--- src/rtl/mem_access_pkg.sv ---
// Shared definitions for the memory-stage load/store unit.
//   - RISC-V funct3 access-type codes used by the legality check and
//     the lane aligner.
//   - FSM state encoding for mem_access_unit.
package mem_access_pkg;

  localparam logic [2:0] F3_LB  = 3'b000;
  localparam logic [2:0] F3_LH  = 3'b001;
  localparam logic [2:0] F3_LW  = 3'b010;
  localparam logic [2:0] F3_LBU = 3'b100;
  localparam logic [2:0] F3_LHU = 3'b101;

  typedef enum logic [2:0] {
    IDLE,
    LD_WAIT,
    RMW_RD,
    RMW_WAIT,
    RMW_WR
  } state_t;

endpackage

--- src/rtl/mem_lane_align.sv ---
// Combinational byte-lane aligner.
//   functM  : funct3 access type of the held request
//   lane    : addr[1:0] of the held request
//   rword   : word read from the cache (load path)
//   mword   : word held in the RMW merge buffer (store path)
//   wdata   : core store data, low byte/half used for sb/sh
//   ld_data : extend(rword) - selected lane, sign/zero-extended
//   st_word : merge(mword)  - mword with the selected lane(s) replaced
module mem_lane_align
  import mem_access_pkg::*;
(
  input  logic [2:0]  functM,
  input  logic [1:0]  lane,
  input  logic [31:0] rword,
  input  logic [31:0] mword,
  input  logic [31:0] wdata,
  output logic [31:0] ld_data,
  output logic [31:0] st_word
);

  function automatic logic [31:0] extend(input logic [2:0]  f,
                                         input logic [1:0]  a,
                                         input logic [31:0] w);
    logic [31:0] sh;
    logic [7:0]  b;
    logic [15:0] h;
    logic [31:0] r;
    sh = w >> {a, 3'b000};
    b  = sh[7:0];
    h  = a[1] ? w[31:16] : w[15:0];
    case (f)
      F3_LB:   r = {{24{b[7]}}, b};
      F3_LBU:  r = {24'h0, b};
      F3_LH:   r = {{16{h[15]}}, h};
      F3_LHU:  r = {16'h0, h};
      default: r = w;
    endcase
    return r;
  endfunction

  function automatic logic [31:0] merge(input logic [2:0]  f,
                                        input logic [1:0]  a,
                                        input logic [31:0] m,
                                        input logic [31:0] d);
    logic [31:0] r;
    r = m;
    case (f[1:0])
      2'b00:   r[{a, 3'b000} +: 8]     = d[7:0];
      2'b01:   r[{a[1], 4'b0000} +: 16] = d[15:0];
      default: r = d;
    endcase
    return r;
  endfunction

  always_comb begin
    ld_data = extend(functM, lane, rword);
    st_word = merge(functM, lane, mword, wdata);
  end

endmodule

--- src/rtl/mem_access_unit.sv ---
// Memory-stage load/store unit sitting in front of a word-only data cache.
// Loads: lane select + extension; miss waits MISS_LAT cycles in LD_WAIT.
// Stores: sw writes directly; sb/sh do read-modify-write through a merge
// buffer. Illegal/misaligned requests pulse mem_exc and touch no cache.
//   clka, rst(active-low, sync)       : clock / reset
//   req_valid, req_we, functM, addr,
//   wdata                             : core request (held while stall=1)
//   stall                             : combinational core stall
//   rdata, rdata_valid, mem_exc       : registered results / pulses
//   c_ena, c_wea, c_addr, c_dina      : cache request (word address)
//   c_douta, c_hit                    : cache response
module mem_access_unit
  import mem_access_pkg::*;
#(
  parameter int unsigned MISS_LAT = 1,
  parameter int unsigned CNT_W    = 2
) (
  input  logic        clka,
  input  logic        rst,
  input  logic        req_valid,
  input  logic        req_we,
  input  logic [2:0]  functM,
  input  logic [31:0] addr,
  input  logic [31:0] wdata,
  output logic        stall,
  output logic [31:0] rdata,
  output logic        rdata_valid,
  output logic        mem_exc,
  output logic        c_ena,
  output logic        c_wea,
  output logic [31:0] c_addr,
  output logic [31:0] c_dina,
  input  logic [31:0] c_douta,
  input  logic        c_hit
);

  localparam logic [CNT_W-1:0] LAST_CNT = CNT_W'(MISS_LAT - 1);

  state_t            state, state_d;
  logic [CNT_W-1:0]  cnt, cnt_d;
  logic [31:0]       mbuf;
  logic              ld_cap, buf_cap, valid_d, exc_d;
  logic              aligned, legal;
  logic [31:0]       ld_data, st_word;

  mem_lane_align u_align (
    .functM  (functM),
    .lane    (addr[1:0]),
    .rword   (c_douta),
    .mword   (mbuf),
    .wdata   (wdata),
    .ld_data (ld_data),
    .st_word (st_word)
  );

  assign c_addr = {2'b00, addr[31:2]};

  always_comb begin
    aligned = 1'b1;
    case (functM[1:0])
      2'b01:   aligned = ~addr[0];
      2'b10:   aligned = (addr[1:0] == 2'b00);
      default: aligned = 1'b1;
    endcase
    if (req_we)
      legal = aligned && (functM inside {F3_LB, F3_LH, F3_LW});
    else
      legal = aligned && (functM inside {F3_LB, F3_LH, F3_LW, F3_LBU, F3_LHU});
  end

  always_comb begin
    state_d = state;
    cnt_d   = cnt;
    ld_cap  = 1'b0;
    buf_cap = 1'b0;
    valid_d = 1'b0;
    exc_d   = 1'b0;
    c_ena   = 1'b0;
    c_wea   = 1'b0;
    c_dina  = '0;
    stall   = 1'b0;
    case (state)
      IDLE: begin
        if (req_valid) begin
          if (!legal) begin
            exc_d = 1'b1;
          end else if (!req_we) begin
            c_ena = 1'b1;
            if (c_hit) begin
              ld_cap  = 1'b1;
              valid_d = 1'b1;
            end else begin
              stall   = 1'b1;
              cnt_d   = '0;
              state_d = LD_WAIT;
            end
          end else if (functM == F3_LW) begin
            c_wea  = 1'b1;
            c_dina = wdata;
          end else begin
            stall   = 1'b1;
            state_d = RMW_RD;
          end
        end
      end
      LD_WAIT: begin
        c_ena = 1'b1;
        if (cnt == LAST_CNT) begin
          ld_cap  = 1'b1;
          valid_d = 1'b1;
          state_d = IDLE;
        end else begin
          stall = 1'b1;
          cnt_d = cnt + CNT_W'(1);
        end
      end
      RMW_RD: begin
        c_ena = 1'b1;
        stall = 1'b1;
        if (c_hit) begin
          buf_cap = 1'b1;
          state_d = RMW_WR;
        end else begin
          cnt_d   = '0;
          state_d = RMW_WAIT;
        end
      end
      RMW_WAIT: begin
        c_ena = 1'b1;
        stall = 1'b1;
        if (cnt == LAST_CNT) begin
          buf_cap = 1'b1;
          state_d = RMW_WR;
        end else begin
          cnt_d = cnt + CNT_W'(1);
        end
      end
      RMW_WR: begin
        c_wea   = 1'b1;
        c_dina  = st_word;
        state_d = IDLE;
      end
      default: state_d = IDLE;
    endcase
    // Reset masks the cache strobes and stall combinationally so nothing
    // escapes during the reset cycle itself, not only after the edge.
    if (!rst) begin
      c_ena = 1'b0;
      c_wea = 1'b0;
      stall = 1'b0;
    end
  end

  always_ff @(posedge clka) begin
    if (!rst) begin
      state       <= IDLE;
      cnt         <= '0;
      rdata       <= '0;
      rdata_valid <= 1'b0;
      mem_exc     <= 1'b0;
      mbuf        <= '0;
    end else begin
      state       <= state_d;
      cnt         <= cnt_d;
      rdata_valid <= valid_d;
      mem_exc     <= exc_d;
      if (ld_cap)  rdata <= ld_data;
      if (buf_cap) mbuf  <= c_douta;
    end
  end

endmodule

--- config.mk ---
export PLATFORM = sky130hd
export DESIGN_NAME = mem_access_unit
export DESIGN_NICKNAME = d
export VERILOG_FILES = /design/src/rtl/mem_access_pkg.sv /design/src/rtl/mem_lane_align.sv /design/src/rtl/mem_access_unit.sv
export SDC_FILE = /design/constraint.sdc
export NUM_CORES = 1
export LEC_CHECK = 0
export ABC_AREA = 1
export BUFFER_PORTS_ARGS = -buffer_cell sky130_fd_sc_hd__buf_2
export CAP_MARGIN = 30
export CELL_PAD_IN_SITES_DETAIL_PLACEMENT = 0
export CELL_PAD_IN_SITES_GLOBAL_PLACEMENT = 1
export CORE_AREA = 2 2 128 130
export CTS_BUF_LIST = sky130_fd_sc_hd__clkbuf_4
export DETAILED_ROUTE_END_ITERATION = 12
export DIE_AREA = 0 0 130 132
export GPL_TIMING_DRIVEN = 0
export PLACE_DENSITY = 0.8
export SKIP_LAST_GASP = 1
export SYNTH_ARGS = -nofsm -noshare
export SYNTH_HDL_FRONTEND = slang
export SYNTH_SLANG_ARGS = --single-unit
export TNS_END_PERCENT = 20
--- constraint.sdc ---
create_clock -name clka -period 2.3 [get_ports clka]
set_clock_uncertainty 0.05 [all_clocks]
set_input_delay 0.115 -clock clka [delete_from_list [all_inputs] [get_ports clka]]
set_output_delay 0.115 -clock clka [all_outputs]
set_load 0.01 [all_outputs]
Word level (Yosys, flattened, before mapping)
Index checks and enable logic that the tools add are counted.
{ "totals": {"out_inout_bits": 101, "reg_bits": 71, "in_bits": 104, "elab_cells": 103} }
{ "op_classes": {"n_reduce_logical": 16, "mux": 54, "n_eq_ne": 18, "n_shift": 5, "add_sub_neg": 3, "bitwise": 1} }
{ "ops": {"columns": ["cell", "n"], "rows": [
  ["2-to-1 mux 32 bit", 4],
  ["case mux 32 bit (2 select lines)", 2],
  ["case mux 32 bit (4 select lines)", 1],
  ["bitwise mux 32 bit", 2],
  ["variable shift 16 x 7 -> 32 bit, first input constant", 1],
  ["variable shift 8 x 7 -> 32 bit, first input constant", 1],
  ["indexed part select 16 x 7 -> 32 bit", 1],
  ["indexed part select 8 x 7 -> 32 bit", 1],
  [">> shifter 32 x 5 -> 8 bit", 1],
  ["2-to-1 mux 3 bit", 8],
  ["2-to-1 mux 1 bit", 23],
  ["2-to-1 mux 16 bit", 1],
  ["negator 5 -> 7 bit", 2],
  ["!= test 2 bit, second input constant", 6],
  ["case mux 3 bit (4 select lines)", 1],
  ["2-to-1 mux 2 bit", 5],
  ["case mux 1 bit (2 select lines)", 5],
  ["equality test 3 x 2 -> 1 bit, second input constant", 3],
  ["equality test 3 bit, second input constant", 3],
  ["equality test 3 x 1 -> 1 bit, second input constant", 2],
  ["logical NOT 2 bit", 3],
  ["logical NOT 3 bit", 2],
  ["!= test 3 bit, second input constant", 2],
  ["case mux 2 bit (3 select lines)", 1],
  ["other kinds (13)", 16]
]} }

Logic depth before layout (Yosys ltp)
Gate-level depths: netlist (run 1).
{ "depth": {"ltp_word": 8, "mapped_depth": 14, "depth_no_buf": 13} }

Cells and area by module
A second synthesis (run 1) with hierarchy kept.
{ "hier_totals": {"cells_unflattened": 1072, "area_unflattened_um2": 5983.2} }
{ "by_module_without_submodules": {"columns": ["module", "area_per_inst_um2", "cells_per_inst", "n_inst", "seq_area_each_um2"], "rows": [
  ["mem_access_unit", 3788.6, 581, 1, 1421.4],
  ["mem_lane_align", 2194.6, 491, 1, 0.0]
]} }

Least setup slack after synthesis (run 1)
No wires, ideal clock.
{ "synth_timing": {"path_kind": "input to output", "start": "input addr[1]", "end": "output c_dina[9]", "slack_ps": 510, "cell_stages": 8, "t_required_ps": 2135, "arrival_time_ps": 1625, "n_path_buf": 2, "path_cell_list": "inv_2 clkbuf_1 ha_1 clkbuf_1 nand2_1 o22ai_1 a21oi_1 o21ai_0"} }
{ "synth_via": {"elab_chain_len": 7, "elab_cells_between_ends": 17, "classes_between": "add/sub: 2; shift: 4; mux: 8; reduce/logical: 3"} }
{ "synth_rtl": {"columns": ["element", "line", "text"], "rows": [
  ["start: declaration", "mem_access_unit.sv:23", "input logic [31:0] addr,"],
  ["branches (longest 6 deep; another with negator 5 -> 7 bit)", null, null],
  ["case mux 32 bit (2 select lines) (*)", "mem_access_unit.sv:82", "case (state)"],
  ["end: declaration", "mem_access_unit.sv:32", "output logic [31:0] c_dina,"]
]} }
Every way passes the cells marked *.

Worst setup path after layout (run 1)
{ "layout_timing": {"start": "register state[1]", "end": "output c_dina[13]"} }
{ "layout_via": {"elab_chain_len": 2, "elab_cells_between_ends": 3, "classes_between": "eq/ne: 1; mux: 1; reduce/logical: 1"} }
{ "layout_rtl": {"columns": ["element", "line", "text"], "rows": [
  ["start: declaration", "mem_access_unit.sv:39", "state_t state, state_d;"],
  ["start signal: assignment", "mem_access_unit.sv:163", "state <= state_d;"],
  ["equality test 3 bit or logical NOT 3 bit (tied branches)", "mem_access_unit.sv:82", null],
  ["case mux 32 bit (2 select lines) (*)", "mem_access_unit.sv:82", null]
]} }
Mark *: on every way between the ends. The rest lies on a longest branch, timed or not.

==> results of run 1 <==
## layout make-up
class                      instances  area, um2
timing repair buffer             209       1226
multi-input combinational        640       3022
tap                              216      270.3
sequential                        71       1428
clock buffer                      11      82.58
antenna                            2      5.005
fill                            1791       8775
buffer                            77      484.2
inverter                         106      407.9
clock inverter                     3      12.51
## how the worst min path moves through the flow
stage / start / endpoint / slack (ns) / cells after the start
detailed placement: addr[12] / c_addr[10] / 0.36 / 2
global placement: addr[27] / c_addr[25] / 0.36 / 2
finish: req_we / state[1] / 0.04 / 5
floorplan: c_douta[15] / mbuf[15] / 0.24 / 2
global route: c_douta[11] / mbuf[11] / 0.04 / 3
CTS: c_douta[29] / mbuf[29] / 0.007 / 3
## state kept, by name (all words and copies together) (netlist names)
signal and flops:
rdata 32, mem_exc 1, rdata_valid 1, cnt 2, state 3, mbuf 32
## logic make-up (layout without fill, tap and decap cells)
| kind of cell | Yosys count | count (layout) | share of synthesized area |
|---|---|---|---|
| AOI/OAI and AO/OA | 159 | 159 | 0.1721 |
| buffers and inverters | 187 | 406 | 0.1681 |
| and+or+nand+nor | 469 | 469 | 0.3673 |
| adders and majority gates | 10 | 10 | 0.02361 |
| other | 1 | 4 | 0.0007075 |
| DFF | 71 | 71 | 0.2682 |
## critical path: cells and delay by family (launching register included)
kind                   cells  cell delay [ns]
AND/OR/NAND/NOR            3             0.37
buffers and inverters      4             0.46
flip-flops                 1             0.38
AO/OA/AOI/OAI              2             0.34
## cell usage in the layout, fill, tap and decap left out, types with 21 or more instances in the layout
| cell | instances |
|---|---|
| a21oi_1 | 52 |
| buf_2 | 186 |
| buf_4 | 37 |
| clkbuf_1 | 22 |
| dfxtp_1 | 68 |
| dlygate4sd3_1 | 34 |
| inv_1 | 93 |
| nand2_1 | 289 |
| nand3_1 | 79 |
| nor2_1 | 74 |
| o21ai_0 | 25 |
| o21ai_1 | 21 |
| o22ai_1 | 33 |
## through the flow
stage | setup TNS, ns | hold slack (ns) | utilization | setup WS [ns] | total power (uW)
finish | 0 | 0.03740 | 0.4416 | 0.1350 | 2765
detailed placement | -8.211 | 0.3635 | 0.4092 | -0.2703 | 2072
floorplan | 0 | 0.2380 | - | 0.5104 | 1780
global route | -0.05706 | 0.03728 | 0.4414 | -0.02932 | 2921
global placement | -7.699 | 0.3643 | 0.4092 | -0.2492 | 2069
CTS | 0 | 0.007092 | 0.4373 | 0.02180 | 2775
## synth_stat cells, types with 6 or more instances
library cell | count | area (um2)
a21oi_1 | 52 | 260.3
a22oi_1 | 9 | 67.56
buf_2 | 16 | 80.08
buf_4 | 33 | 247.7
buf_6 | 6 | 67.56
clkbuf_1 | 26 | 97.59
dfxtp_1 | 71 | 1421
ha_1 | 10 | 125.1
inv_1 | 95 | 356.6
inv_2 | 8 | 30.03
nand2_1 | 290 | 1089
nand3_1 | 80 | 400.4
nor2_1 | 76 | 285.3
o211ai_1 | 6 | 45.04
o21ai_0 | 25 | 125.1
o21ai_1 | 23 | 115.1
o22ai_1 | 33 | 206.5
o31ai_1 | 8 | 60.06
## power by group through the flow
stage / registers (uW) / clock network, uW / logic [uW]
after global routing: 1300 / 726 / 897
after detailed placement: 1320 / 0 / 750
after floorplan: 1330 / 0 / 445
after CTS: 1290 / 680 / 800
final: 1290 / 661 / 811
after global placement: 1320 / 0 / 748
## per-layer routing
layer	up-vias	wire (um)
li1	3271	-
met1	2802	9065
met3	34	1247
met2	245	8870
met5	-	0
met4	0	529
## what timing repair did
item                                    in CTS  in global routing
endpoints found under the setup margin      33                 40
endpoints found under the hold margin       29                  0
hold buffers                                34                  0
buffers inserted                             0                  3
pin swaps                                    0                  3
gates resized for setup                      3                 18
cloned                                       0                  1
==> results_dict.tcl, run 1 <==
set metrics [dict create \
    internal_power_uw 1821 \
    nNetsFinal 1228 \
    dpl.hpwl_mm 15.37 \
    period_share 0.9413 \
    core_area_um2 15710 \
    cp.arrival_ns 2.00 \
    antenna_found_initial 1 \
    layout.cells.non_filler 1335 \
    worstSetupPathType "reg2out" \
    slowest_delay_ns 0.38 \
    cp-end-kind "output pin" \
    cp_slowest_cell "dfxtp_4" \
    hp-class "in2reg" \
    tightest_slew_ns 0.5806 \
    antenna_left 0 \
    drc 0 \
    yosys_warnings 0 \
    areaGrowthSynthToFinish_pct 30.90 \
    vias_per_cell 4.758 \
    worstSkewPairLatency_ns 0.45 \
    seqPwrFrac 0.468 \
    die_x_um 130 \
    status "finished clean" \
    clock-root-buffer "clkbuf_4" \
    port_buffers 171 \
    firstDrtPassIters 5 \
    worstRegToRegCells 10 \
    r2r_setup_slack_ns 0.17 \
    vias 6352 \
    rows 46 \
    syn_inst 897 \
    finalSetupViolations 0 \
    die_h_um 132 \
    met3_usage 0.03653 \
    synth.avg_cell_area_um2 5.909 \
    syn_area_um2 5300 \
    synth_edf_count 0 \
    tritoncts "yes" \
    start_util 0.3373 \
    cts_buffers 9 \
    crit_path_start "state[1]" \
    power.density_nw_per_um2 398.6 \
    r2r_end "mbuf[2]" \
    drtIter0Drc 511 \
    fmax_ghz 0.4619 \
    drv_slew 0 \
    power.net_switching_uw 944.7 \
    ioPinCount 205 \
    dpl.cell_count 1285 \
    wl_mm 19.71 \
    synth-seq-area-share 0.2682 \
    die_area_um2 17160 \
    use_met1 0.3048 \
    leakage_uw 0.003678 \
    pwr-share-comb 0.293 \
    gp_routability_congestion 0.9015 \
    cp_max_fo 6 \
    place_area_um2 6430 \
    gr-usage-met2 0.3508 \
    maxCapViolCount 0 \
    final_area_um2 6938 \
    grt_usage 0.2237 \
    grt_pass1_vias 5670 \
    synthFlopType "dfxtp_1" \
    grt_pass1_wl_mm 29.91 \
    required_ns 2.13 \
    max_slew_margin 0.6129 \
    path_cells "nor2_4, inv_2, nor2_4, inv_2, o21ai_4, buf_4, nand2_1, o21ai_1, buf_2" \
    ys_types 32 \
    ys_seq_elements 71 \
    async_flop_share 0 \
    crit_end "c_dina[13]" \
    grt_overflow 0 \
    hold_viol 0 \
    clk_path_buf_depth 2 \
    grt_start_max_net_pins 19 \
    clk_pin_slew_ns 0.11 \
    rsz0062_at_grt "yes" \
    htreeDepth 3 \
    final_layout_size_suffix_gt1_frac 0.2534 \
    start_kind "flip-flop" \
    ir_worst_vdd_mv 0.2598 \
    wl_per_cell_um 14.77 \
    power.share.switching 0.3416 \
    power_frac_clock 0.239 \
    clkSinkCount 71 \
    finalCriticalPeriod_ns 2.165 \
    regToRegStartpoint "cnt[0]" \
    busiest_layer "met2" \
]
(Power assumes the default switching activity.)
==> run 2, diff against run 1 <==
--- a/config.mk
+++ b/config.mk
@@ -11,7 +11,7 @@
 export CELL_PAD_IN_SITES_DETAIL_PLACEMENT = 0
 export CELL_PAD_IN_SITES_GLOBAL_PLACEMENT = 1
 export CORE_AREA = 2 2 128 130
-export CTS_BUF_LIST = sky130_fd_sc_hd__clkbuf_4
+export CTS_BUF_LIST = sky130_fd_sc_hd__clkbuf_8
 export DETAILED_ROUTE_END_ITERATION = 12
 export DIE_AREA = 0 0 130 132
 export GPL_TIMING_DRIVEN = 0
==> results_dict.tcl, run 2 (synthesis gave the netlist of run 1 again) <==
set metrics [dict create \
    core_area_um2 15710 \
    wl_mm 19.44 \
    cp_max_fo 9 \
    max_slew_margin 0.5823 \
    period_share 0.9477 \
    rsz0062_at_grt "yes" \
    die_x_um 130 \
    hold_viol 0 \
    finalSetupViolations 0 \
    status "finished clean" \
    final_layout_size_suffix_gt1_frac 0.2495 \
    layout.cells.non_filler 1299 \
    place_area_um2 6430 \
    mostFrequentLayoutCell "nand2_1" \
    internal_power_uw 1986 \
    tightest_slew_ns 0.6223 \
    seqPwrFrac 0.438 \
    antenna_found_initial 1 \
    vias 6218 \
    tritoncts "yes" \
    dpl.hpwl_mm 15.37 \
    pwr-share-comb 0.258 \
    worstSetupPathType "in2out" \
    grt_overflow 0 \
    dpl.cell_count 1285 \
    required_ns 2.13 \
    ir_worst_vdd_mv 0.2567 \
    die_area_um2 17160 \
    reg_top3 "mbuf: 32 flops, rdata: 32 flops, state: 3 flops" \
    clkSinkCount 71 \
    final_area_um2 6626 \
    vias_per_cell 4.787 \
    grt_pass1_wl_mm 29.39 \
    worstSkewPairLatency_ns 0.37 \
    ioPinCount 205 \
    port_buffers 171 \
    fillers 1799 \
    drtIter0Drc 488 \
    cp.arrival_ns 2.01 \
    start_util 0.3373 \
    antenna_left 0 \
    drc 0 \
    areaGrowthSynthToFinish_pct 25.02 \
    cts_buffers 9 \
    post_cts_buffers 0 \
    power.density_nw_per_um2 445.9 \
    finalCriticalPeriod_ns 2.180 \
    clock-root-buffer "clkbuf_8" \
    grt_usage 0.2209 \
    power_frac_clock 0.304 \
    grt_pass1_vias 5538 \
    leakage_uw 0.003552 \
    power.net_switching_uw 969.0 \
    die_h_um 132 \
    hp-class "in2reg" \
    power.share.switching 0.3279 \
    clk_pin_slew_ns 0.07 \
    nNetsFinal 1193 \
    setup_tns_ns 0 \
    maxCapViolCount 0 \
    start_kind "input port" \
    firstDrtPassIters 5 \
    cp-end-kind "output pin" \
    wl_per_cell_um 14.97 \
    drv_slew 0 \
    clk_path_buf_depth 2 \
    rows 46 \
    fmax_ghz 0.4588 \
    layout_common_cells "nand2_1, buf_2, inv_1" \
    grt_start_max_net_pins 19 \
    htreeDepth 3 \
    gp_routability_congestion 0.9015 \
]
[run 2: worst max-delay path: stages]
cell	delay (ns)
buf_2	0.13
inv_1	0.23
ha_1	0.20
clkbuf_1	0.34
nand3_1	0.35
o22ai_1	0.22
nand2_1	0.07
nand2_1	0.11
nand2_1	0.06
nand2_1	0.07
buf_2	0.12
[run 2: path summary, 6_finish.rpt]
kind         slack (ns)  depth (start not counted)       start    endpoint
min reg2reg        0.41                          2     mbuf[1]     mbuf[1]
max reg2reg        0.46                          9    state[0]    mbuf[13]
min                0.01                          3  c_douta[0]     mbuf[0]
max                0.12                         11     addr[0]  c_dina[18]
[run 2: area by class of cell]
class                           count  area (um2)  area share
Tap cell                          216       270.3     0.04079
Buffer                             78       481.7     0.07270
Inverter                          106       404.1     0.06099
Clock buffer                       11       151.4     0.02285
Timing Repair Buffer              173       875.8      0.1322
Sequential cell                    71        1421      0.2145
Clock inverter                      3       12.51    0.001888
Multi-Input combinational cell    640        3007      0.4537
Antenna cell                        1       2.502   0.0003776
[run 2: stage by stage]
| step | power, uW | utilization | hold WS, ns | setup WS (ns) |
|---|---|---|---|---|
| floorplan | 1780 | - | 0.2380 | 0.5104 |
| global placement | 2069 | 0.4092 | 0.3643 | -0.2492 |
| detailed placement | 2072 | 0.4092 | 0.3635 | -0.2703 |
| CTS | 2961 | 0.4208 | 0.005246 | 0.05016 |
| global route | 3095 | 0.4216 | 0.02404 | -0.08083 |
| finish | 2955 | 0.4217 | 0.01453 | 0.1204 |
[run 2: power groups by stage]
stage | clock network [uW] | registers [uW] | logic, uW
floorplan | 0 | 1330 | 445
global placement | 0 | 1320 | 748
detailed placement | 0 | 1320 | 750
CTS | 910 | 1290 | 757
global route | 950 | 1300 | 846
finish | 898 | 1290 | 763
[run 2: metal layers]
metal / routed length [um] / track usage
met5: 13 / 0
met4: 480 / 0.08662
met3: 1387 / 0.03896
met2: 8720 / 0.3447
met1: 8838 / 0.3011
[run 2: what timing repair did]
item | 4_1_cts | 5_1_grt
hold buffers | 2 | 0
pin swaps | 0 | 0
hold endpoints to repair | 2 | 0
cloned | 0 | 0
endpoints found under the setup margin | 32 | 33
gates resized for setup | 1 | 6
